$ cat src/rtl/prml_read_ctrl.sv
// prml_read_ctrl
// ---------------------------------------------------------------------------
// Read-channel sequencer for the serial PRML Viterbi decoder path.
// A start command clears the decoder. The block then hunts the decoded bit
// stream for a sync word and frames PAYLOAD_LEN payload bits to downstream
// logic while it counts decoder error flags. It finishes in DONE, or in FAIL
// on a sync timeout or on too many errors, and waits there for the host.
//
// Ports
//   clock       system clock
//   reset       synchronous, active-low reset
//   start       begin a sector read (honoured in IDLE, DONE, FAIL)
//   abort       return to IDLE from any state (beats start and bit_valid)
//   bit_valid   one-cycle strobe per decoded bit
//   bit_in      decoded bit, qualified by bit_valid
//   err_in      decoder error flag, qualified by bit_valid
//   dec_clear   held high while the decoder is being cleared
//   busy        high in CLEAR, HUNT, PAYLOAD
//   sync_found  one-cycle pulse on a sync match
//   data_valid  one-cycle strobe per forwarded payload bit
//   data_out    payload bit, qualified by data_valid
//   bit_count   payload bits forwarded this sector
//   err_count   payload error flags this sector (saturating)
//   done        level, sector completed cleanly
//   fail        level, sync timeout or error limit
//   state_dbg   current FSM state encoding, for debug and checkers
//
// Handshake: there is no back-pressure. An input bit is transferred on any
// clock edge where bit_valid=1 and is consumed or dropped in that cycle.
// Every output is registered. data_valid and sync_found are single-cycle
// strobes that appear one cycle after the bit that caused them.
// ---------------------------------------------------------------------------
module prml_read_ctrl #(
   parameter int                SYNC_W       = 8,
   parameter logic [SYNC_W-1:0] SYNC_PATTERN = 8'hA5,
   parameter int                HUNT_MAX     = 256,
   parameter int                PAYLOAD_LEN  = 64,
   parameter int                ERR_MAX      = 4,
   parameter int                CLEAR_CYC    = 4,
   parameter int                CNT_W        = 10,
   parameter int                ERR_W        = 4
) (
   input  logic             clock,
   input  logic             reset,
   input  logic             start,
   input  logic             abort,
   input  logic             bit_valid,
   input  logic             bit_in,
   input  logic             err_in,
   output logic             dec_clear,
   output logic             busy,
   output logic             sync_found,
   output logic             data_valid,
   output logic             data_out,
   output logic [CNT_W-1:0] bit_count,
   output logic [ERR_W-1:0] err_count,
   output logic             done,
   output logic             fail,
   output logic [2:0]       state_dbg
);

   localparam logic [CNT_W-1:0] HUNT_LIMIT = CNT_W'(HUNT_MAX);
   localparam logic [CNT_W-1:0] SYNC_MIN   = CNT_W'(SYNC_W);
   localparam logic [CNT_W-1:0] PAY_LIMIT  = CNT_W'(PAYLOAD_LEN);
   localparam logic [CNT_W-1:0] CLEAR_LAST = CNT_W'(CLEAR_CYC - 1);
   localparam logic [ERR_W-1:0] ERR_LIMIT  = ERR_W'(ERR_MAX);
   localparam logic [ERR_W-1:0] ERR_SAT    = '1;

   typedef enum logic [2:0] {
      S_IDLE    = 3'd0,
      S_CLEAR   = 3'd1,
      S_HUNT    = 3'd2,
      S_PAYLOAD = 3'd3,
      S_DONE    = 3'd4,
      S_FAIL    = 3'd5
   } state_t;

   state_t            state_q, state_d;
   logic [SYNC_W-1:0] sreg_q, sreg_nxt;
   logic [CNT_W-1:0]  hunt_cnt_q, hunt_nxt;
   logic [CNT_W-1:0]  clr_cnt_q;
   logic [CNT_W-1:0]  bit_nxt;
   logic [ERR_W-1:0]  err_nxt;

   logic launch, hunt_step, sync_hit, hunt_timeout;
   logic take_bit, err_limit, pay_full;

   logic dec_clear_d, busy_d, sync_found_d, data_valid_d, data_out_d;
   logic done_d, fail_d;

   // -----------------------------------------------------------------------
   // Qualified events. abort masks everything, so counters hold on abort.
   // -----------------------------------------------------------------------
   assign sreg_nxt  = {sreg_q[SYNC_W-2:0], bit_in};
   assign hunt_nxt  = hunt_cnt_q + CNT_W'(1);
   assign bit_nxt   = bit_count + CNT_W'(1);
   assign err_nxt   = (err_in && (err_count != ERR_SAT)) ? err_count + ERR_W'(1)
                                                         : err_count;

   assign launch    = !abort && start &&
                      (state_q == S_IDLE || state_q == S_DONE || state_q == S_FAIL);
   assign hunt_step = !abort && (state_q == S_HUNT) && bit_valid;
   // The match is qualified by the bit count so that the zero-filled shift
   // register cannot alias a pattern before SYNC_W real bits have arrived.
   assign sync_hit     = hunt_step && (sreg_nxt == SYNC_PATTERN) && (hunt_nxt >= SYNC_MIN);
   assign hunt_timeout = hunt_step && (hunt_nxt >= HUNT_LIMIT);
   assign take_bit     = !abort && (state_q == S_PAYLOAD) && bit_valid;
   assign err_limit    = take_bit && (err_nxt >= ERR_LIMIT);
   assign pay_full     = take_bit && (bit_nxt >= PAY_LIMIT);

   // -----------------------------------------------------------------------
   // State register
   // -----------------------------------------------------------------------
   always_ff @(posedge clock) begin
      if (!reset) state_q <= S_IDLE;
      else        state_q <= state_d;
   end

   // -----------------------------------------------------------------------
   // Next-state logic
   // -----------------------------------------------------------------------
   always_comb begin
      state_d = state_q;
      if (abort) begin
         state_d = S_IDLE;
      end else begin
         case (state_q)
            S_IDLE, S_DONE, S_FAIL: if (start) state_d = S_CLEAR;
            S_CLEAR:   if (clr_cnt_q == CLEAR_LAST) state_d = S_HUNT;
            // A match on the final allowed bit takes priority over timeout.
            S_HUNT: begin
               if (sync_hit)          state_d = S_PAYLOAD;
               else if (hunt_timeout) state_d = S_FAIL;
            end
            // Reaching the error limit on the last bit still counts as a failure.
            S_PAYLOAD: begin
               if (err_limit)     state_d = S_FAIL;
               else if (pay_full) state_d = S_DONE;
            end
            default: state_d = S_IDLE;
         endcase
      end
   end

   // -----------------------------------------------------------------------
   // Output logic. Levels follow the next state, so they are registered
   // and change on the same edge as the state.
   // -----------------------------------------------------------------------
   always_comb begin
      dec_clear_d  = (state_d == S_CLEAR);
      busy_d       = (state_d == S_CLEAR) || (state_d == S_HUNT) || (state_d == S_PAYLOAD);
      done_d       = (state_d == S_DONE);
      fail_d       = (state_d == S_FAIL);
      sync_found_d = sync_hit;
      data_valid_d = take_bit;
      data_out_d   = take_bit ? bit_in : data_out;
   end

   // -----------------------------------------------------------------------
   // Registered outputs and datapath counters
   // -----------------------------------------------------------------------
   always_ff @(posedge clock) begin
      if (!reset) begin
         dec_clear  <= 1'b0;
         busy       <= 1'b0;
         sync_found <= 1'b0;
         data_valid <= 1'b0;
         data_out   <= 1'b0;
         done       <= 1'b0;
         fail       <= 1'b0;
         bit_count  <= '0;
         err_count  <= '0;
         sreg_q     <= '0;
         hunt_cnt_q <= '0;
         clr_cnt_q  <= '0;
      end else begin
         dec_clear  <= dec_clear_d;
         busy       <= busy_d;
         sync_found <= sync_found_d;
         data_valid <= data_valid_d;
         data_out   <= data_out_d;
         done       <= done_d;
         fail       <= fail_d;
         if (launch) begin
            bit_count  <= '0;
            err_count  <= '0;
            sreg_q     <= '0;
            hunt_cnt_q <= '0;
            clr_cnt_q  <= '0;
         end else begin
            if (!abort && state_q == S_CLEAR) clr_cnt_q <= clr_cnt_q + CNT_W'(1);
            if (hunt_step) begin
               sreg_q     <= sreg_nxt;
               hunt_cnt_q <= hunt_nxt;
            end
            if (take_bit) begin
               bit_count <= bit_nxt;
               err_count <= err_nxt;
            end
         end
      end
   end

   assign state_dbg = state_q;

endmodule

$ cat config.mk
export PLATFORM = sky130hd
export DESIGN_NAME = prml_read_ctrl
export DESIGN_NICKNAME = d
export VERILOG_FILES = /design/src/rtl/prml_read_ctrl.sv
export SDC_FILE = /design/constraint.sdc
export NUM_CORES = 1
export LEC_CHECK = 0
export ABC_AREA = 1
export BUFFER_PORTS_ARGS = -buffer_cell sky130_fd_sc_hd__buf_4
export CORE_ASPECT_RATIO = 1.25
export CORE_MARGIN = 1.5
export CORE_UTILIZATION = 58
export CTS_CLUSTER_SIZE = 24
export DETAILED_ROUTE_END_ITERATION = 12
export GPL_TIMING_DRIVEN = 0
export MAX_ROUTING_LAYER = met4
export PLACE_DENSITY = 0.82
export SLEW_MARGIN = 10
export SYNTH_ARGS = -nofsm -noshare
export SYNTH_HDL_FRONTEND = slang
export SYNTH_SLANG_ARGS = --single-unit
$ cat constraint.sdc
create_clock -name clock -period 2 [get_ports clock]
set_input_delay 0.3 -clock clock [delete_from_list [all_inputs] [get_ports clock]]
set_output_delay 0.3 -clock clock [all_outputs]
set_load 0.02 [all_outputs]
==> results of run 1 <==
[cell usage after synthesis (6+ instances only)]
library cell  count
nand2_1          74
o21ai_0          27
inv_1            58
nand3_2           6
ha_1              6
nor2_2            6
dfxtp_1          51
nand2_2           7
a21oi_1          34
nor2_1           39
nand3_1          26
nor3_1            6
clkbuf_1          7
[path summary, 6_finish.rpt]
kind | from | endpoint | cells past startpoint
max | hunt_cnt_q[1]$_SDFFE_PP0P_ | done$_SDFF_PN0_ | 13
min | bit_in | data_out$_SDFFE_PN0P_ | 3
max reg2reg | hunt_cnt_q[1]$_SDFFE_PP0P_ | done$_SDFF_PN0_ | 13
min reg2reg | sreg_q[6]$_SDFFE_PP0P_ | sreg_q[6]$_SDFFE_PP0P_ | 2
[critical path, cell delays in order (launching register included)]
cell and delay (ns):
dfxtp_2 0.39, ha_4 0.16, nand2_2 0.08, inv_1 0.08
nand2_1 0.05, nand2_1 0.08, nand3_1 0.09, nor2_1 0.15
nand3_2 0.13, a21oi_2 0.18, nand3_1 0.12, nand2_1 0.12
nand2_1 0.08, nor2_2 0.06
[area by class of cell]
class	count	area, um^2
multi-input cells	257	1360
fillers	360	1300
flip-flops and latches	51	1030
inverters	62	233
repair buffers	30	225
clock buffers	6	72.6
well taps	58	72.6
plain buffers	8	31.3
clock inverters	1	30.0
[per-stage QoR]
stage               cells  setup TNS, ns  power (mW)
global placement      466              0        1.13
floorplan             378              0        1.09
detailed placement    466              0        1.13
finish                473              0        1.80
CTS                   473              0        1.81
global route          473       -0.00330        1.86
[power by group]
group	switching (mW)	internal [mW]	total, mW
logic	0.0612	0.0285	0.0897
registers	0.00338	1.02	1.02
clock network	0.324	0.367	0.691
total	0.389	1.41	1.80
[cells by family (layout without fill, tap and decap cells)]
group	after synthesis	count (layout)	share of synthesized area, %
XOR/XNOR	4	4	1.34
flip-flops	51	51	39.2
AND/OR/NAND/NOR	176	176	31.5
buffers and inverters	70	107	10.1
AO/OA/AOI/OAI	71	71	14.9
adder cells (fa/ha/maj)	6	6	2.88
[state kept, by name, summed over array words and instances, names as in the netlist, 3 cells and up]
| name | flops |
|---|---|
| bit_count | 10 |
| clr_cnt_q | 10 |
| hunt_cnt_q | 10 |
| sreg_q | 7 |
| err_count | 4 |
| state_dbg | 3 |
[layer usage]
metal | vias to the layer above | global-route usage (%)
li1 | 1284 | -
met1 | 1121 | 26.7
met2 | 50 | 46.0
met3 | 10 | 4.93
met4 | 0 | 9.78
met5 | - | -
==> impl_metrics.ini, run 1 <==
[timing]
skew_ns = 0.0104
period_share_pct = 91.1
finalSetupViolations = 0
fmax_mhz = 549
setup_ws_ns = 0.177
whs_ns = 0.249
period_minus_slack_ns = 1.82
worst_pin_slew_ns = 0.574
slew_violations = 0
hold_viol_final = 0
relSlewSlack_pct = 61.8

[setup_path]
crit_arrival_ns = 2.08
critical_path_class = reg -> reg
crit_path_start_kind = flop
cp.required_ns = 2.25
r2r_slack_ns = 0.18
worstPathMaxFanout = 5
cp-end-kind = flop

[logic_synthesis]
async_reset_ff_share_pct = 0
synth.largest_area_cell = dfxtp_1
synth_ff_type = dfxtp_1
ys_ff_latch = 51
synth_area_leaders = dfxtp_1 39%, nand2_1 11%, inv_1 8.4%
synth-edff-count = 0
yosys_warnings = 0
yosysTopAreaCellShare_pct = 39.2
ys_types = 30
syn_inst = 378
yosysSeqAreaShare_pct = 39.2
syn_nets = 391
syn_area_um2 = 2610
post_synth.cell_area_avg_um2 = 6.89

[layout]
layout-drive-gt1-share_pct = 19.0
nets = 428
fin_util_pct = 70.2
layout.cells.most_common = nand2_1
diodes = 0
synthToLayoutAreaGrowth_pct = 17.4
final_cell_mix = 74 x nand2_1, 57 x inv_1, 45 x dfxtp_1
fin_area_um2 = 3060

[run]
maxCapViolations = 0

[worst_hold_path]
holdCritPathClass = in -> reg

[clocking]
cts_buffers = 5
post_cts_buffers = 0
cts_root_buf = clkbuf_8
max-clock-path-buffers = 2
h-tree-depth = 2
cts.sinks = 51
cts_resized = 0
tritoncts = done
clk_pin_slew_ns = 0.09
ctsHoldBuffers = 0
clkLatencyLatePin_ns = 0.30

[floorplan]
pin_count = 31
dieWidth_um = 63.0
die_area_um2 = 4910
core_area_um2 = 4360
initial_core_util_pct = 59.8
fp-row-count = 27
die_h_um = 77.9

[detailed_routing]
met1_length_um = 2410
drcViolationCount = 0
drt_iter0_drc = 137
wl_met3_um = 240
dr_wl_met2_um = 3010
ant_nets = 0
drtPass1Iterations = 4
vias = 2465
viasPerCell = 5.21
drt-wirelength-per-cell_um = 12.2
routed_wl_um = 5760
top_layer_used = met4

[grt]
grt_pass1_wl_um = 9680
grt_max_degree = 15
grt_pass1_vias = 2310
antenna_found_initial = 0
grt_overflow_total = 0
grt_usage_pct = 25.3

[placement]
post-place-ws_ns = 0.0555
dp_hpwl_um = 4220
place_area_um2 = 2900
globalplace.congestion = 0.927
port_buffers = 30

[pwr]
ir_drop_v = 0.000424
powerDensity_nw_per_um2 = 589
p_leak_nw = 1.36

[outcome]
status = finished, final reports clean
No activity file was read; power rests on OpenSTA's default activity.
==> run 2, diff against run 1 <==
==> constraint.sdc (replaced) <==
create_clock -name clock -period 1.7 [get_ports clock]
set_input_delay 0.255 -clock clock [delete_from_list [all_inputs] [get_ports clock]]
set_output_delay 0.255 -clock clock [all_outputs]
set_load 0.02 [all_outputs]
==> impl_metrics.ini, run 2 (synthesis gave the netlist of run 1 again) <==
[floorplan]
die_h_um = 77.9
pin_count = 31
die_area_um2 = 4910
core_area_um2 = 4360
initial_core_util_pct = 59.8
fp-row-count = 27
dieWidth_um = 63.0

[pwr]
intPower_mw = 1.67
pwr-share-seq_pct = 56.0
powerDensity_nw_per_um2 = 656
netSwitchingFraction_pct = 22.0
p_total_mw = 2.14
p_leak_nw = 1.45
ir_drop_v = 0.000344
power.net_switching_uw = 470
power.share.clock_pct = 38.4
combPwrFrac_pct = 5.6

[detailed_routing]
drcViolationCount = 0
viasPerCell = 5.35
drt_iter0_drc = 162
drt-wirelength-per-cell_um = 12.7
routed_wl_um = 6170
drtPass1Iterations = 4
vias = 2590
ant_nets = 0

[setup_path]
r2r_slack_ns = -0.03
critical_path_class = reg -> reg
path_buf_inv = 1
path_cells = ha_2, nand3_1, nand2_2, inv_1, nand2_1, nand2_1, nand2_2, nand2_1, nand3_1, nand2_1, nand3_2, nand4_1, nor2_1
r2r-start = err_count[1]$_SDFFE_PP0P_
cpMostUsedCell = nand2_1
cp.required_ns = 1.95
cp_top_family = simple AND/OR/NAND/NOR gates
crit_arrival_ns = 1.98
reg2reg_to = fail$_SDFF_PN0_
crit_path_top_delay_cell = dfxtp_4
crit_path_start_kind = flop
critPathLaunch = err_count[1]$_SDFFE_PP0P_
cp-end-kind = flop
crit_cells = 13
cp-endpoint = fail$_SDFF_PN0_
worstPathMaxFanout = 5
cp_slowest_stage_delay_ns = 0.37
rr_worst_depth = 13

[placement]
dp_hpwl_um = 4180
globalplace.congestion = 0.938
place_area_um2 = 2910
port_buffers = 30

[layout]
diodes = 0
fin_area_um2 = 3250
layout.cells.most_common = nand2_1
final_cell_mix = 68 x nand2_1, 56 x inv_1, 44 x buf_4
layout-drive-gt1-share_pct = 27.2
reg_top3 = bit_count x10, clr_cnt_q x10, hunt_cnt_q x10
synthToLayoutAreaGrowth_pct = 24.9
nets = 439

[outcome]
violations = setup timing
status = finished, violations left

[timing]
setup_ws_ns = -0.0322
finalSetupViolations = 5
grt_setup_unrepaired = true
relSlewSlack_pct = 67.2
worst_pin_slew_ns = 0.492
whs_ns = 0.194
hold_viol_final = 0
skew_ns = 0.00925
period_share_pct = 102
period_minus_slack_ns = 1.73
fmax_mhz = 577
slew_violations = 0

[clocking]
cts_buffers = 5
h-tree-depth = 2
max-clock-path-buffers = 2
clk_pin_slew_ns = 0.09
clkLatencyLatePin_ns = 0.31
cts_root_buf = clkbuf_8
tritoncts = done
cts.sinks = 51

[grt]
grt_pass1_wl_um = 10300
grt_overflow_total = 0
antenna_found_initial = 0
grt_pass1_vias = 2463
grt_usage_pct = 27.1
grt_max_degree = 19

[worst_hold_path]
holdCritPathClass = in -> reg

[run]
maxCapViolations = 0
==> run 2: changes by cell type in the layout (fill, tap and decap cells not counted), sizes merged <==
cell | previous run | this run
clkbuf | 13 | 11
buf | 31 | 44
==> run 2: per-layer routing <==
metal | GRT usage (%) | wire [um] | vias to the layer above
li1 | - | - | 1307
met1 | 29.3 | 2470 | 1186
met2 | 48.4 | 3180 | 79
met3 | 4.35 | 335 | 18
met4 | 12.4 | 184 | 0
met5 | - | 0 | -
==> run 2: worst min-delay path by stage <==
stage	startpoint	to	slack, ns	cells past startpoint
3_5_place_dp	sreg_q[1]$_SDFFE_PP0P_	sreg_q[1]$_SDFFE_PP0P_	0.46	2
4_1_cts	bit_in	data_out$_SDFFE_PN0P_	0.20	3
5_1_grt	bit_in	sreg_q[0]$_SDFFE_PP0P_	0.23	3
2_1_floorplan	bit_in	data_out$_SDFFE_PN0P_	0.39	2
6_report	bit_in	data_out$_SDFFE_PN0P_	0.19	3
3_3_place_gp	sreg_q[6]$_SDFFE_PP0P_	sreg_q[6]$_SDFFE_PP0P_	0.44	2
==> run 2: cell type report <==
cell class,count,area [um^2]
plain buffers,7,42.5
clock buffers,6,72.6
clock inverters,1,30.0
fillers,311,1100
inverters,62,235
multi-input cells,257,1440
flip-flops and latches,51,1050
well taps,58,72.6
repair buffers,42,315
==> run 2: what timing repair did <==
action / in CTS / in global routing
hold buffers: 0 / 0
setup endpoints to repair: 40 / 38
setup buffers: 1 / 11
gates resized for setup: 29 / 32
pin swaps: 5 / 14
==> run 2: worst reg2reg max path: stages, from the launching register on <==
cell	delay, ns
dfxtp_4	0.37
ha_2	0.18
nand3_1	0.09
nand2_2	0.11
inv_1	0.07
nand2_1	0.09
nand2_1	0.07
nand2_2	0.11
nand2_1	0.10
nand3_1	0.10
nand2_1	0.06
nand3_2	0.08
nand4_1	0.12
nor2_1	0.11
==> run 2: power by group through the flow <==
stage | Clock [mW] | Combinational (mW) | Sequential (mW)
2_1_floorplan | 0 | 0.0529 | 1.23
3_3_place_gp | 0 | 0.0993 | 1.23
3_5_place_dp | 0 | 0.101 | 1.23
4_1_cts | 0.823 | 0.108 | 1.20
5_1_grt | 0.871 | 0.129 | 1.20
6_report | 0.821 | 0.119 | 1.20
==> run 2: through the flow <==
step                util [%]  TNS (ns)  setup slack (ns)  cells
floorplan                  -         0           0.00951    378
global placement        66.7     -3.39            -0.223    466
detailed placement      66.7     -5.44            -0.284    466
CTS                     71.3         0           0.00624    473
global route            74.7     -1.35            -0.223    484
finish                  74.7    -0.111           -0.0322    484
==> run 3, diff against run 2 <==
--- a/config.mk
+++ b/config.mk
@@ -8,13 +8,13 @@
 export ABC_AREA = 1
 export BUFFER_PORTS_ARGS = -buffer_cell sky130_fd_sc_hd__buf_4
 export CORE_ASPECT_RATIO = 1.25
-export CORE_MARGIN = 1.5
-export CORE_UTILIZATION = 58
+export CORE_MARGIN = 2
+export CORE_UTILIZATION = 50
 export CTS_CLUSTER_SIZE = 24
 export DETAILED_ROUTE_END_ITERATION = 12
 export GPL_TIMING_DRIVEN = 0
 export MAX_ROUTING_LAYER = met4
-export PLACE_DENSITY = 0.82
+export PLACE_DENSITY = 0.73
 export SLEW_MARGIN = 10
 export SYNTH_ARGS = -nofsm -noshare
 export SYNTH_HDL_FRONTEND = slang
==> impl_metrics.ini, run 3 (synthesis gave the netlist of run 1 again) <==
[setup_path]
crit_path_start_kind = flop
path_cells = buf_4, nand3_4, nor2_4, nand2_1, nand2_1, nand2_2, nor2_4, nand3_2, nand2_2, nand2_2, nand2_2, nand3_2, nand2_2, nand2_2, nor2_2
critical_path_class = reg -> reg
cpMostUsedCell = nand2_2
cp-end-kind = flop
reg2reg_to = done$_SDFF_PN0_
crit_arrival_ns = 1.98
crit_path_top_delay_cell = dfxtp_4
cp.required_ns = 1.97
r2r-start = hunt_cnt_q[1]$_SDFFE_PP0P_
worstPathMaxFanout = 5
r2r_slack_ns = -0.01
cp_slowest_stage_delay_ns = 0.39
rr_worst_depth = 15

[floorplan]
die_h_um = 84.7
die_area_um2 = 5810
core_area_um2 = 5040
initial_core_util_pct = 51.7
pin_count = 31
dieWidth_um = 68.6
fp-row-count = 29

[grt]
grt_use_met2_pct = 38.1
grt_overflow_total = 0
grt.met1_usage_pct = 24.3
antenna_found_initial = 0
grt_max_degree = 19
busiest_layer = met2
grt_pass1_wl_um = 9630
grt_use_met3_pct = 4.29
grt_pass1_vias = 2295
grt_usage_pct = 22.3

[layout]
fillers = 465
layout-drive-gt1-share_pct = 30.7
synthToLayoutAreaGrowth_pct = 26.7
fin_cells = 489
reg_top3 = bit_count x10, clr_cnt_q x10, hunt_cnt_q x10
diodes = 0
layout.cells.most_common = nand2_1
nets = 439
final_cell_mix = 64 x nand2_1, 55 x inv_1, 43 x buf_4

[timing]
period_minus_slack_ns = 1.71
period_share_pct = 101
relSlewSlack_pct = 69.8
finalSetupViolations = 1
hold_viol_final = 0
grt_setup_unrepaired = true
skew_ns = 0.0153
setup_ws_ns = -0.0105
slew_violations = 0
worst_pin_slew_ns = 0.453
fmax_mhz = 585

[clocking]
tritoncts = done
h-tree-depth = 2
cts_root_buf = clkbuf_8
max-clock-path-buffers = 2
cts.sinks = 51
clkLatencyLatePin_ns = 0.32
ctsHoldBuffers = 0
cts_buffers = 5
clk_pin_slew_ns = 0.10

[detailed_routing]
drt-wirelength-per-cell_um = 12.7
vias = 2576
drtPass1Iterations = 4
routed_wl_um = 6190
ant_nets = 0
viasPerCell = 5.27
drcViolationCount = 0
drt_iter0_drc = 92

[pwr]
ir_drop_v = 0.000391
p_leak_nw = 1.46
powerDensity_nw_per_um2 = 610

[placement]
post-place-ws_ns = -0.242
port_buffers = 30
placed_cells = 470
globalplace.congestion = 0.842
dp_hpwl_um = 4270

[worst_hold_path]
min_to = data_out$_SDFFE_PN0P_
min_from = bit_in
hold_depth = 3
holdCritPathClass = in -> reg

[outcome]
violations = setup timing
status = finished, violations left

[run]
maxCapViolations = 0
run 3: timing repair:
item / 4_1_cts / 5_1_grt
setup endpoints to repair: 38 / 38
gates resized for setup: 21 / 52
pin swaps: 6 / 16
buffers inserted: 7 / 5
run 3: worst max-delay path by stage:
stage | start | endpoint | slack [ns]
CTS | state_dbg[2]$_SDFF_PN0_ | clr_cnt_q[6]$_SDFFE_PP0P_ | 0.0003
finish | hunt_cnt_q[1]$_SDFFE_PP0P_ | done$_SDFF_PN0_ | -0.01
global route | hunt_cnt_q[1]$_SDFFE_PP0P_ | done$_SDFF_PN0_ | -0.14
floorplan | bit_count[1]$_SDFFE_PP0P_ | busy$_SDFF_PN0_ | 0.01
detailed placement | state_dbg[2]$_SDFF_PN0_ | sreg_q[1]$_SDFFE_PP0P_ | -0.24
global placement | state_dbg[2]$_SDFF_PN0_ | sreg_q[1]$_SDFFE_PP0P_ | -0.24
run 3: area by class of cell:
class / instances / area, um^2 / share of cell area [%]
tap: 62 / 77.6 / 2.35
inverter: 62 / 233 / 7.05
clock inverter: 3 / 20.0 / 0.606
multi-input combinational: 257 / 1500 / 45.4
sequential: 51 / 1050 / 31.9
buffer: 7 / 35.0 / 1.06
timing repair buffer: 42 / 315 / 9.55
clock buffer: 5 / 68.8 / 2.08
run 3: stage by stage:
step	TNS (ns)	power [mW]	instance area [um^2]	utilization, %	hold WS [ns]
final	-0.0105	2.02	3300	65.5	0.200
after global routing	-0.675	2.09	3300	65.5	0.206
after CTS	0	2.02	3110	61.6	0.201
after detailed placement	-4.34	1.33	2910	57.7	0.461
after global placement	-3.93	1.33	2910	57.7	0.445
after floorplan	0	1.29	2610	-	0.390
run 3: layer usage:
metal / up-vias / part of all wire, %
met3: 12 / 3.5
li1: 1313 / -
met1: 1204 / 40
met4: 0 / 2.1
met5: - / 0
met2: 47 / 54
run 3: critical path: cells and delay by family, from the launching register on:
family                 cells  cell delay (ns)
buffers and inverters      1             0.12
AND/OR/NAND/NOR           14             1.15
flip-flops                 1             0.39
run 3: power breakdown:
part           total [mW]  switching [mW]  internal [mW]
Clock               0.705           0.418          0.287
Sequential           1.19         0.00368           1.19
Combinational       0.116          0.0757         0.0406
Total                2.02           0.497           1.52
